$ cat src/rtl/pipe_ctrl_pkg.sv
// pipe_ctrl_pkg: shared definitions for the pipeline hazard/stall controller.
//   - stall vector type and constants (bit order: [0] pc, [1] if_id,
//     [2] id_ex, [3] ex_mem, [4] mem_wb, [5] reserved)
//   - multi-cycle down-counter type
//   - controller FSM state encodings
//   - saturating stall counter limit
package pipe_ctrl_pkg;

    typedef logic [5:0] stall_bus_t;
    typedef logic [5:0] mc_cnt_t;

    localparam stall_bus_t STALL_NONE    = 6'b000000;
    // Load-use hazard: freeze pc, if_id and insert a bubble at id_ex.
    localparam stall_bus_t STALL_LOADUSE = 6'b000111;
    // Multi-cycle execute: freeze everything up to and including ex_mem.
    localparam stall_bus_t STALL_MC      = 6'b001111;

    typedef enum logic {
        ST_IDLE    = 1'b0,
        ST_MC_BUSY = 1'b1
    } state_t;

    localparam logic [31:0] STALL_CNT_MAX = 32'hFFFF_FFFF;

endpackage

$ cat src/rtl/pipe_ctrl.sv
// pipe_ctrl: pipeline stall / flush controller.
//   Turns decode load-use hazards, multi-cycle execute operations and
//   mem-stage flush requests into a per-stage hold vector, and keeps a
//   saturating count of stalled cycles.
// Ports:
//   clk           system clock
//   rst           synchronous active-low reset
//   id_stall_req  load-use hazard from decode
//   ex_mc_start   execute begins a multi-cycle op this cycle
//   ex_mc_cycles  total cycles N of that op (valid with ex_mc_start)
//   flush_req     pipeline flush request (dominates everything)
//   stall[5:0]    hold vector ([5] always 0)
//   flush         clear all pipeline registers this cycle
//   mc_done       multi-cycle result valid in execute this cycle
//   busy          FSM is in MC_BUSY
//   stall_cnt     saturating count of cycles with stall != 0
module pipe_ctrl
    import pipe_ctrl_pkg::*;
(
    input  logic        clk,
    input  logic        rst,
    input  logic        id_stall_req,
    input  logic        ex_mc_start,
    input  logic [5:0]  ex_mc_cycles,
    input  logic        flush_req,
    output logic [5:0]  stall,
    output logic        flush,
    output logic        mc_done,
    output logic        busy,
    output logic [31:0] stall_cnt
);

    state_t      state_q, state_d;
    mc_cnt_t     cnt_q, cnt_d;
    logic [31:0] stall_cnt_q, stall_cnt_d;

    stall_bus_t  stall_raw;
    logic        mc_done_raw;

    // Next-state and raw (pre-reset-gating) outputs.
    always_comb begin
        state_d     = state_q;
        cnt_d       = cnt_q;
        stall_raw   = STALL_NONE;
        mc_done_raw = 1'b0;

        if (flush_req) begin
            // Flush aborts any operation in flight and suppresses all stalls.
            state_d = ST_IDLE;
            cnt_d   = '0;
        end else begin
            case (state_q)
                ST_IDLE: begin
                    if (ex_mc_start && (ex_mc_cycles >= 6'd2)) begin
                        // Cycle T0 is already stalled here, so N-2 further
                        // stall cycles remain before the done cycle.
                        stall_raw = STALL_MC;
                        state_d   = ST_MC_BUSY;
                        cnt_d     = ex_mc_cycles - 6'd2;
                    end else begin
                        // A 0/1-cycle op completes immediately without stalling.
                        if (ex_mc_start) begin
                            mc_done_raw = 1'b1;
                        end
                        if (id_stall_req) begin
                            stall_raw = STALL_LOADUSE;
                        end
                    end
                end
                ST_MC_BUSY: begin
                    // ex_mc_start is ignored here; id_stall_req is subsumed
                    // by the wider multi-cycle vector.
                    if (cnt_q != '0) begin
                        stall_raw = STALL_MC;
                        cnt_d     = cnt_q - 6'd1;
                    end else begin
                        mc_done_raw = 1'b1;
                        state_d     = ST_IDLE;
                    end
                end
                default: begin
                    state_d = ST_IDLE;
                    cnt_d   = '0;
                end
            endcase
        end
    end

    // Outputs are held at zero for as long as reset is asserted, including
    // the cycles before the first reset edge has cleared the flops.
    always_comb begin
        stall     = rst ? stall_raw                : STALL_NONE;
        flush     = rst ? flush_req                : 1'b0;
        mc_done   = rst ? mc_done_raw              : 1'b0;
        busy      = rst ? (state_q == ST_MC_BUSY)  : 1'b0;
        stall_cnt = rst ? stall_cnt_q              : 32'd0;
    end

    // Saturating stalled-cycle counter.
    always_comb begin
        stall_cnt_d = stall_cnt_q;
        if ((stall != STALL_NONE) && (stall_cnt_q != STALL_CNT_MAX)) begin
            stall_cnt_d = stall_cnt_q + 32'd1;
        end
    end

    always_ff @(posedge clk) begin
        if (!rst) begin
            state_q     <= ST_IDLE;
            cnt_q       <= '0;
            stall_cnt_q <= '0;
        end else begin
            state_q     <= state_d;
            cnt_q       <= cnt_d;
            stall_cnt_q <= stall_cnt_d;
        end
    end

endmodule

$ cat config.mk
export PLATFORM = sky130hd
export DESIGN_NAME = pipe_ctrl
export DESIGN_NICKNAME = d
export VERILOG_FILES = /design/src/rtl/pipe_ctrl_pkg.sv /design/src/rtl/pipe_ctrl.sv
export SDC_FILE = /design/constraint.sdc
export NUM_CORES = 1
export LEC_CHECK = 0
export CAP_MARGIN = 10
export CORE_MARGIN = 5
export CORE_UTILIZATION = 30
export DETAILED_ROUTE_END_ITERATION = 8
export PLACE_DENSITY = 0.51
export SLEW_MARGIN = 40
export SYNTH_ARGS = -nofsm -noshare
export SYNTH_HDL_FRONTEND = slang
export SYNTH_SLANG_ARGS = --single-unit
export TNS_END_PERCENT = 30
$ cat constraint.sdc
create_clock -name clk -period 5.8 [get_ports clk]
set_input_delay 1.16 -clock clk [delete_from_list [all_inputs] [get_ports clk]]
set_output_delay 1.16 -clock clk [all_outputs]
set_load 0.02 [all_outputs]
==> results of run 1 <==
==> per-layer routing <==
layer,vias up,global-route usage (%),part of all wire [%],wire (um)
met4,0,3.78,1.1,77
met5,-,0,0,0
met3,6,2.62,4.3,296
li1,1239,-,-,-
met1,1138,18.8,49,3430
met2,46,21.6,45,3150
==> metrics by stage <==
step,total power [mW],util [%]
after detailed placement,0.348,37.4
after floorplan,0.324,-
after CTS,0.556,38.6
after global placement,0.347,37.4
after global routing,0.573,38.6
final,0.548,38.6
==> final cells by class <==
class	count	area [um^2]
sequential	39	781
inverter	10	37.5
clock buffer	8	100
multi-input combinational	247	1590
tap	105	131
fill	861	5020
timing repair buffer	53	520
==> worst min-delay path by stage <==
| stage | end | cells past startpoint | start | slack [ps] |
|---|---|---|---|---|
| 2_1_floorplan | cnt_q[5] | 2 | cnt_q[5] | 440 |
| 3_3_place_gp | cnt_q[5] | 2 | cnt_q[5] | 450 |
| 3_5_place_dp | cnt_q[5] | 2 | cnt_q[5] | 460 |
| 4_1_cts | cnt_q[5] | 2 | cnt_q[5] | 470 |
| 5_1_grt | cnt_q[5] | 2 | cnt_q[5] | 490 |
| 6_report | cnt_q[5] | 2 | cnt_q[5] | 470 |
==> cell usage in the layout (no fill, tap or decap), types with 2 or more instances in the layout <==
cell	n
and2_1	33
xnor2_1	3
o22ai_1	2
inv_1	10
buf_4	4
mux2_2	11
o2111ai_1	2
o21ai_0	10
conb_1	2
nand4_1	14
nor4_1	2
nor2_1	28
or3_1	8
and4_1	2
ha_1	4
nand3b_1	2
clkdlybuf4s50_1	49
or4_1	13
nand2b_1	3
nand3_1	11
dfxtp_1	39
nand2_1	21
nor3_1	11
and3_1	3
o31ai_1	13
clkbuf_8	7
a21oi_1	22
nand4_4	2
mux2i_1	4
==> sequential cells by signal, summed over array words and instances (netlist names) <==
name	cells
stall_cnt_q	32
state_q	1
cnt_q	6
==> power by group through the flow <==
stage / combinational [mW] / sequential, mW / clock [mW]
finish: 0.0657 / 0.275 / 0.207
global route: 0.0730 / 0.276 / 0.224
CTS: 0.0667 / 0.275 / 0.214
detailed placement: 0.0663 / 0.282 / 0
global placement: 0.0655 / 0.282 / 0
floorplan: 0.0452 / 0.279 / 0
==> worst max-delay path, delay by kind of cell <==
kind,cells,cell delay (ps)
and+or+nand+nor,2,650
AOI/OAI and AO/OA,1,260
buffers and inverters,4,1510
==> logic make-up after synthesis <==
logic type / count (synthesis) / share of synthesized area, %
compound gates: 63 / 16.3
simple gates: 160 / 37.0
fa+ha+maj: 4 / 1.99
other cells: 1 / 0.149
xor+xnor: 3 / 1.05
flops: 39 / 31.1
buf+inv: 30 / 5.88
mux: 15 / 6.53
==> Yosys cell counts, types with 2 or more instances <==
library cell,count
mux2_2,11
nand2_1,21
nand3b_1,2
xnor2_1,3
nand3_1,11
nand4_1,14
and4_1,2
nor4_1,2
nor3_1,11
o22ai_1,2
buf_4,9
dfxtp_1,39
ha_1,4
and3_1,4
o21ai_0,10
mux2i_1,4
or4_1,13
o31ai_1,13
nor2_1,28
inv_1,10
nand2b_1,3
nand4_4,2
a21oi_1,22
or3_1,8
o2111ai_1,2
and2_1,33
clkbuf_1,9
==> results.py, run 1 <==
metrics = {
    "synth": {
        "synth_area_per_cell_um2": 7.97,
        "synth.distinct_cells": 50,
        "yosysTopAreaCellShare_pct": 31.1,
        "yosys_warnings": 0,
        "ys_async_sr_fraction_pct": 0,
        "syn-cell-area_um2": 2510,
        "seq_area_frac_synth_pct": 31.1,
        "synth_edf_count": 0,
        "syn_inst": 315,
        "synth_top_area_cell": "dfxtp_1",
        "yosys_register_bits": 39,
        "synthTopCellsByArea": "dfxtp_1 (31%), and2_1 (8.2%), mux2_2 (4.9%), a21oi_1 (4.4%), nor2_1 (4.2%)",
        "synth_ff_type": "dfxtp_1",
    },
    "placed_design": {
        "detailed_place_hpwl_mm": 4.97,
        "dpl.cell_count": 454,
        "gp_congestion": 0.801,
        "io_buffers": 49,
        "dpl_worst_slack_ps": 1070,
        "dpl-instance-area_um2": 3060,
    },
    "timing": {
        "setup_slack_ps": 1050,
        "finalSetupViolations": 0,
        "hold_viol_final": 0,
        "min_period_over_period_pct": 81.9,
        "drv_slew": 0,
        "setup-tns-final_ps": 0,
        "hold_ws_ps": 470,
        "skew_ps": 6.13,
        "max_freq_mhz": 211,
        "tightestPinTransition_ps": 699,
        "slew_headroom_pct": 53.3,
        "finalCriticalPeriod_ps": 4750,
        "rsz0062_at_grt": "false",
    },
    "global_routing": {
        "antenna_found_initial": 0,
        "grt_max_degree": 37,
        "grt_overflow": 0,
        "grt_pass1_wl_mm": 11.2,
        "grt.total_usage_pct": 13.6,
        "grt_pass1_vias": 2271,
    },
    "clocking": {
        "cts-buffers-inserted": 5,
        "cts_resized": 0,
        "hold_buffers": 0,
        "cts-root-buf": "clkbuf_8",
        "clockBufferDepth": 2,
        "clk_latency_ps": 300,
        "clkTransAtPathRegs_ps": 70,
        "cts_htree_levels": 2,
        "cts.sinks": 39,
        "cts_tree": "done",
        "cts_setup_buffers": 0,
    },
    "power": {
        "power_frac_clock_pct": 37.7,
        "seqPwrFrac_pct": 50.3,
        "p_comb_share_pct": 12.0,
        "swShare_pct": 25.7,
        "p_sw_mw": 0.141,
        "p_leak_nw": 1.09,
        "p_per_area_nw_per_um2": 173,
        "p_int_mw": 0.407,
        "peakVddDrop_v": 0.0000627,
    },
    "detailed_routing": {
        "drtIter0Drc": 86,
        "ant_nets": 0,
        "routed_wl_mm": 6.96,
        "vias_per_cell": 5.26,
        "drc": 0,
        "vias": 2429,
        "firstDrtPassIters": 4,
        "wire_per_inst_um": 15.1,
    },
    "worst_setup_path": {
        "rr_endpoint": "stall_cnt_q[22]",
        "timing.critical_path.from_type": "primary input",
        "critPathArrivalTime_ps": 3590,
        "crit_path_end": "stall[1]",
        "r2r_cells": 7,
        "critPathRequiredTime_ps": 4640,
        "critical_path_class": "primary input to output port",
        "reg2reg_from": "state_q",
        "regToRegSetupSlack_ps": 3300,
        "worst_path_most_repeated_cell": "clkdlybuf4s50_1",
        "cp_cell_sequence": "clkdlybuf4s50_1, or4_1, o32a_1, nand2_1, buf_4, inv_1, clkdlybuf4s50_1",
        "cpPeakStageDelay_ps": 570,
        "critPathMaxFanout": 27,
        "endpoint_kind": "output port",
        "slowest_stage": "clkdlybuf4s50_1",
        "crit_start": "ex_mc_cycles[4]",
    },
    "floorplan": {
        "rows": 33,
        "fp.dieW_um": 101,
        "core_um2": 8180,
        "die_area_um2": 10300,
        "die_h_um": 101,
        "start_util_pct": 30.7,
        "boundaryPins": 52,
    },
    "status": {
        "status": "finished, final reports clean",
    },
    "hold_path": {
        "hold_path_class": "flip-flop to flip-flop",
    },
    "finish": {
        "layout.nets": 371,
        "n_antenna_cell": 0,
        "postLayoutCellArea_um2": 3160,
        "area_delta_synth_final_pct": 25.8,
        "layout.cells.non_filler": 462,
        "drive_gt1_share_pct": 8.68,
    },
    "job": {
        "cap_viol_max_count": 0,
    },
}
(Power assumes the default switching activity.)
==> run 2: changes to the inputs <==
--- a/config.mk
+++ b/config.mk
@@ -9,7 +9,7 @@
 export CORE_MARGIN = 5
 export CORE_UTILIZATION = 30
 export DETAILED_ROUTE_END_ITERATION = 8
-export PLACE_DENSITY = 0.51
+export PLACE_DENSITY = 0.52
 export SLEW_MARGIN = 40
 export SYNTH_ARGS = -nofsm -noshare
 export SYNTH_HDL_FRONTEND = slang
==> constraint.sdc (replaced) <==
create_clock -name clk -period 3.98 [get_ports clk]
set_input_delay 0.796 -clock clk [delete_from_list [all_inputs] [get_ports clk]]
set_output_delay 0.796 -clock clk [all_outputs]
set_load 0.02 [all_outputs]
==> run 2 against run 1 <==
Critical path depth shrank 1. First-iteration DRC count shrank 23%. Highest routed layer unchanged. Global-route usage shrank 0.32 points. Via count grew 0.16%. Sequential cell count is the same. Non-clock buffer count grew 3. Routed wire length shrank 2.5%.
==> results.py, run 2 (same netlist as run 1, synthesis figures left out) <==
metrics = {
    "detailed_routing": {
        "drtIter0Drc": 66,
        "drc": 0,
        "ant_nets": 0,
        "vias": 2433,
        "routed_wl_mm": 6.78,
        "vias_per_cell": 5.23,
        "firstDrtPassIters": 4,
        "wire_per_inst_um": 14.6,
    },
    "worst_setup_path": {
        "timing.critical_path.from_type": "primary input",
        "critPathRequiredTime_ps": 3180,
        "worst_path_most_repeated_cell": "clkdlybuf4s50_1",
        "endpoint_kind": "output port",
        "regToRegSetupSlack_ps": 1690,
        "r2r_cells": 6,
        "slowest_stage": "clkdlybuf4s50_1",
        "cpPeakStageDelay_ps": 560,
        "cp_cell_sequence": "clkdlybuf4s50_1, or4_1, o32a_1, nand2_1, inv_1, clkdlybuf4s50_1",
        "critPathArrivalTime_ps": 2870,
        "critPathMaxFanout": 6,
        "critical_path_class": "primary input to output port",
    },
    "finish": {
        "final_util_pct": 38.7,
        "largest_reg_flops": 32,
        "n_antenna_cell": 0,
        "reg_top3": "stall_cnt_q (32), cnt_q (6), state_q (1)",
        "regMostFlops": "stall_cnt_q",
        "layout_common_cells": "clkdlybuf4s50_1 (49), dfxtp_1 (39), and2_1 (33), nor2_1 (28), a21oi_1 (22)",
        "layout_commonest_cell": "clkdlybuf4s50_1",
        "layout.nets": 374,
        "area_delta_synth_final_pct": 25.9,
        "drive_gt1_share_pct": 8.89,
        "postLayoutCellArea_um2": 3160,
    },
    "global_routing": {
        "antenna_found_initial": 0,
        "met3_usage_pct": 2.69,
        "grt_pass1_vias": 2279,
        "met1_usage_pct": 18.7,
        "grt_use_met2_pct": 20.9,
        "gr-max-usage-layer": "met2",
        "grt_max_degree": 37,
        "grt_overflow": 0,
        "grt.total_usage_pct": 13.3,
        "grt_pass1_wl_mm": 11.2,
    },
    "power": {
        "peakVddDrop_v": 0.000104,
        "power_mw": 0.765,
        "seqPwrFrac_pct": 52.3,
        "p_sw_mw": 0.206,
        "p_per_area_nw_per_um2": 242,
        "p_comb_share_pct": 12.8,
        "swShare_pct": 26.9,
        "p_leak_nw": 1.09,
        "p_int_mw": 0.559,
        "power_frac_clock_pct": 34.9,
    },
    "placed_design": {
        "dpl-instance-area_um2": 3080,
        "gp_congestion": 0.786,
        "detailed_place_hpwl_mm": 4.89,
        "io_buffers": 49,
        "dpl_worst_slack_ps": 304,
    },
    "hold_path": {
        "whs_path_depth": 2,
        "hold_path_class": "flip-flop to flip-flop",
    },
    "status": {
        "status": "finished, final reports clean",
    },
    "clocking": {
        "cts_tree": "done",
        "clk_latency_ps": 290,
        "hold_buffers": 0,
        "clockBufferDepth": 2,
        "cts.sinks": 39,
        "cts_setup_buffers": 0,
        "cts_htree_levels": 2,
        "cts-buffers-inserted": 5,
        "cts_resized": 0,
        "clkTransAtPathRegs_ps": 80,
        "cts-root-buf": "clkbuf_8",
    },
    "timing": {
        "setup-tns-final_ps": 0,
        "rsz0062_at_grt": "false",
        "hold_viol_final": 0,
        "drv_slew": 0,
        "max_freq_mhz": 272,
        "finalSetupViolations": 0,
        "finalCriticalPeriod_ps": 3670,
        "setup_slack_ps": 309,
        "min_period_over_period_pct": 92.2,
        "skew_ps": 8.48,
    },
    "job": {
        "cap_viol_max_count": 0,
    },
    "floorplan": {
        "start_util_pct": 30.7,
        "core_um2": 8180,
        "die_h_um": 101,
        "die_area_um2": 10300,
        "rows": 33,
        "fp.dieW_um": 101,
        "boundaryPins": 52,
    },
}
-- run 2: cell type report --
type                       instances  area [um^2]
timing repair buffer              56          543
fill                             859         5010
multi-input combinational        247         1590
sequential                        39          781
clock buffer                       7         76.3
clock inverter                     1         5.00
inverter                          10         37.5
tap                              105          131
-- run 2: final timing paths --
check | to | startpoint
setup / recovery | stall[2] | ex_mc_cycles[4]
hold / removal | cnt_q[5] | cnt_q[5]
setup reg to reg | stall_cnt_q[6] | stall_cnt_q[11]
hold reg to reg | cnt_q[5] | cnt_q[5]
-- run 2: worst max-delay path, delay by kind of cell --
kind                   cells  cell delay (ps)
and+or+nand+nor            2              660
AOI/OAI and AO/OA          1              260
buffers and inverters      3             1160
-- run 2: through the flow --
step                      std cells  hold slack [ps]
after CTS                       465              472
after global placement          457              451
final                           465              470
after floorplan                 316              439
after detailed placement        457              461
after global routing            465              507
-- run 2: power by group through the flow --
stage / logic [mW] / registers, mW / clock network, mW
5_1_grt: 0.109 / 0.401 / 0.290
2_1_floorplan: 0.0658 / 0.407 / 0
3_5_place_dp: 0.0989 / 0.409 / 0
6_report: 0.0981 / 0.400 / 0.267
4_1_cts: 0.0993 / 0.400 / 0.277
3_3_place_gp: 0.0980 / 0.409 / 0
-- run 2: per-layer routing --
layer	wire length, um	vias to the layer above
met4	58	0
met3	279	7
met1	3370	1122
li1	-	1245
met5	0	-
met2	3070	59
==> run 3: changes to the inputs <==
--- a/config.mk
+++ b/config.mk
@@ -9,6 +9,7 @@
 export CORE_MARGIN = 5
 export CORE_UTILIZATION = 30
 export DETAILED_ROUTE_END_ITERATION = 8
+export GPL_TIMING_DRIVEN = 1
 export PLACE_DENSITY = 0.52
 export SLEW_MARGIN = 40
 export SYNTH_ARGS = -nofsm -noshare
==> results of run 3 <==
No change in the layout: final DEF, timing and power equal those of run 2.
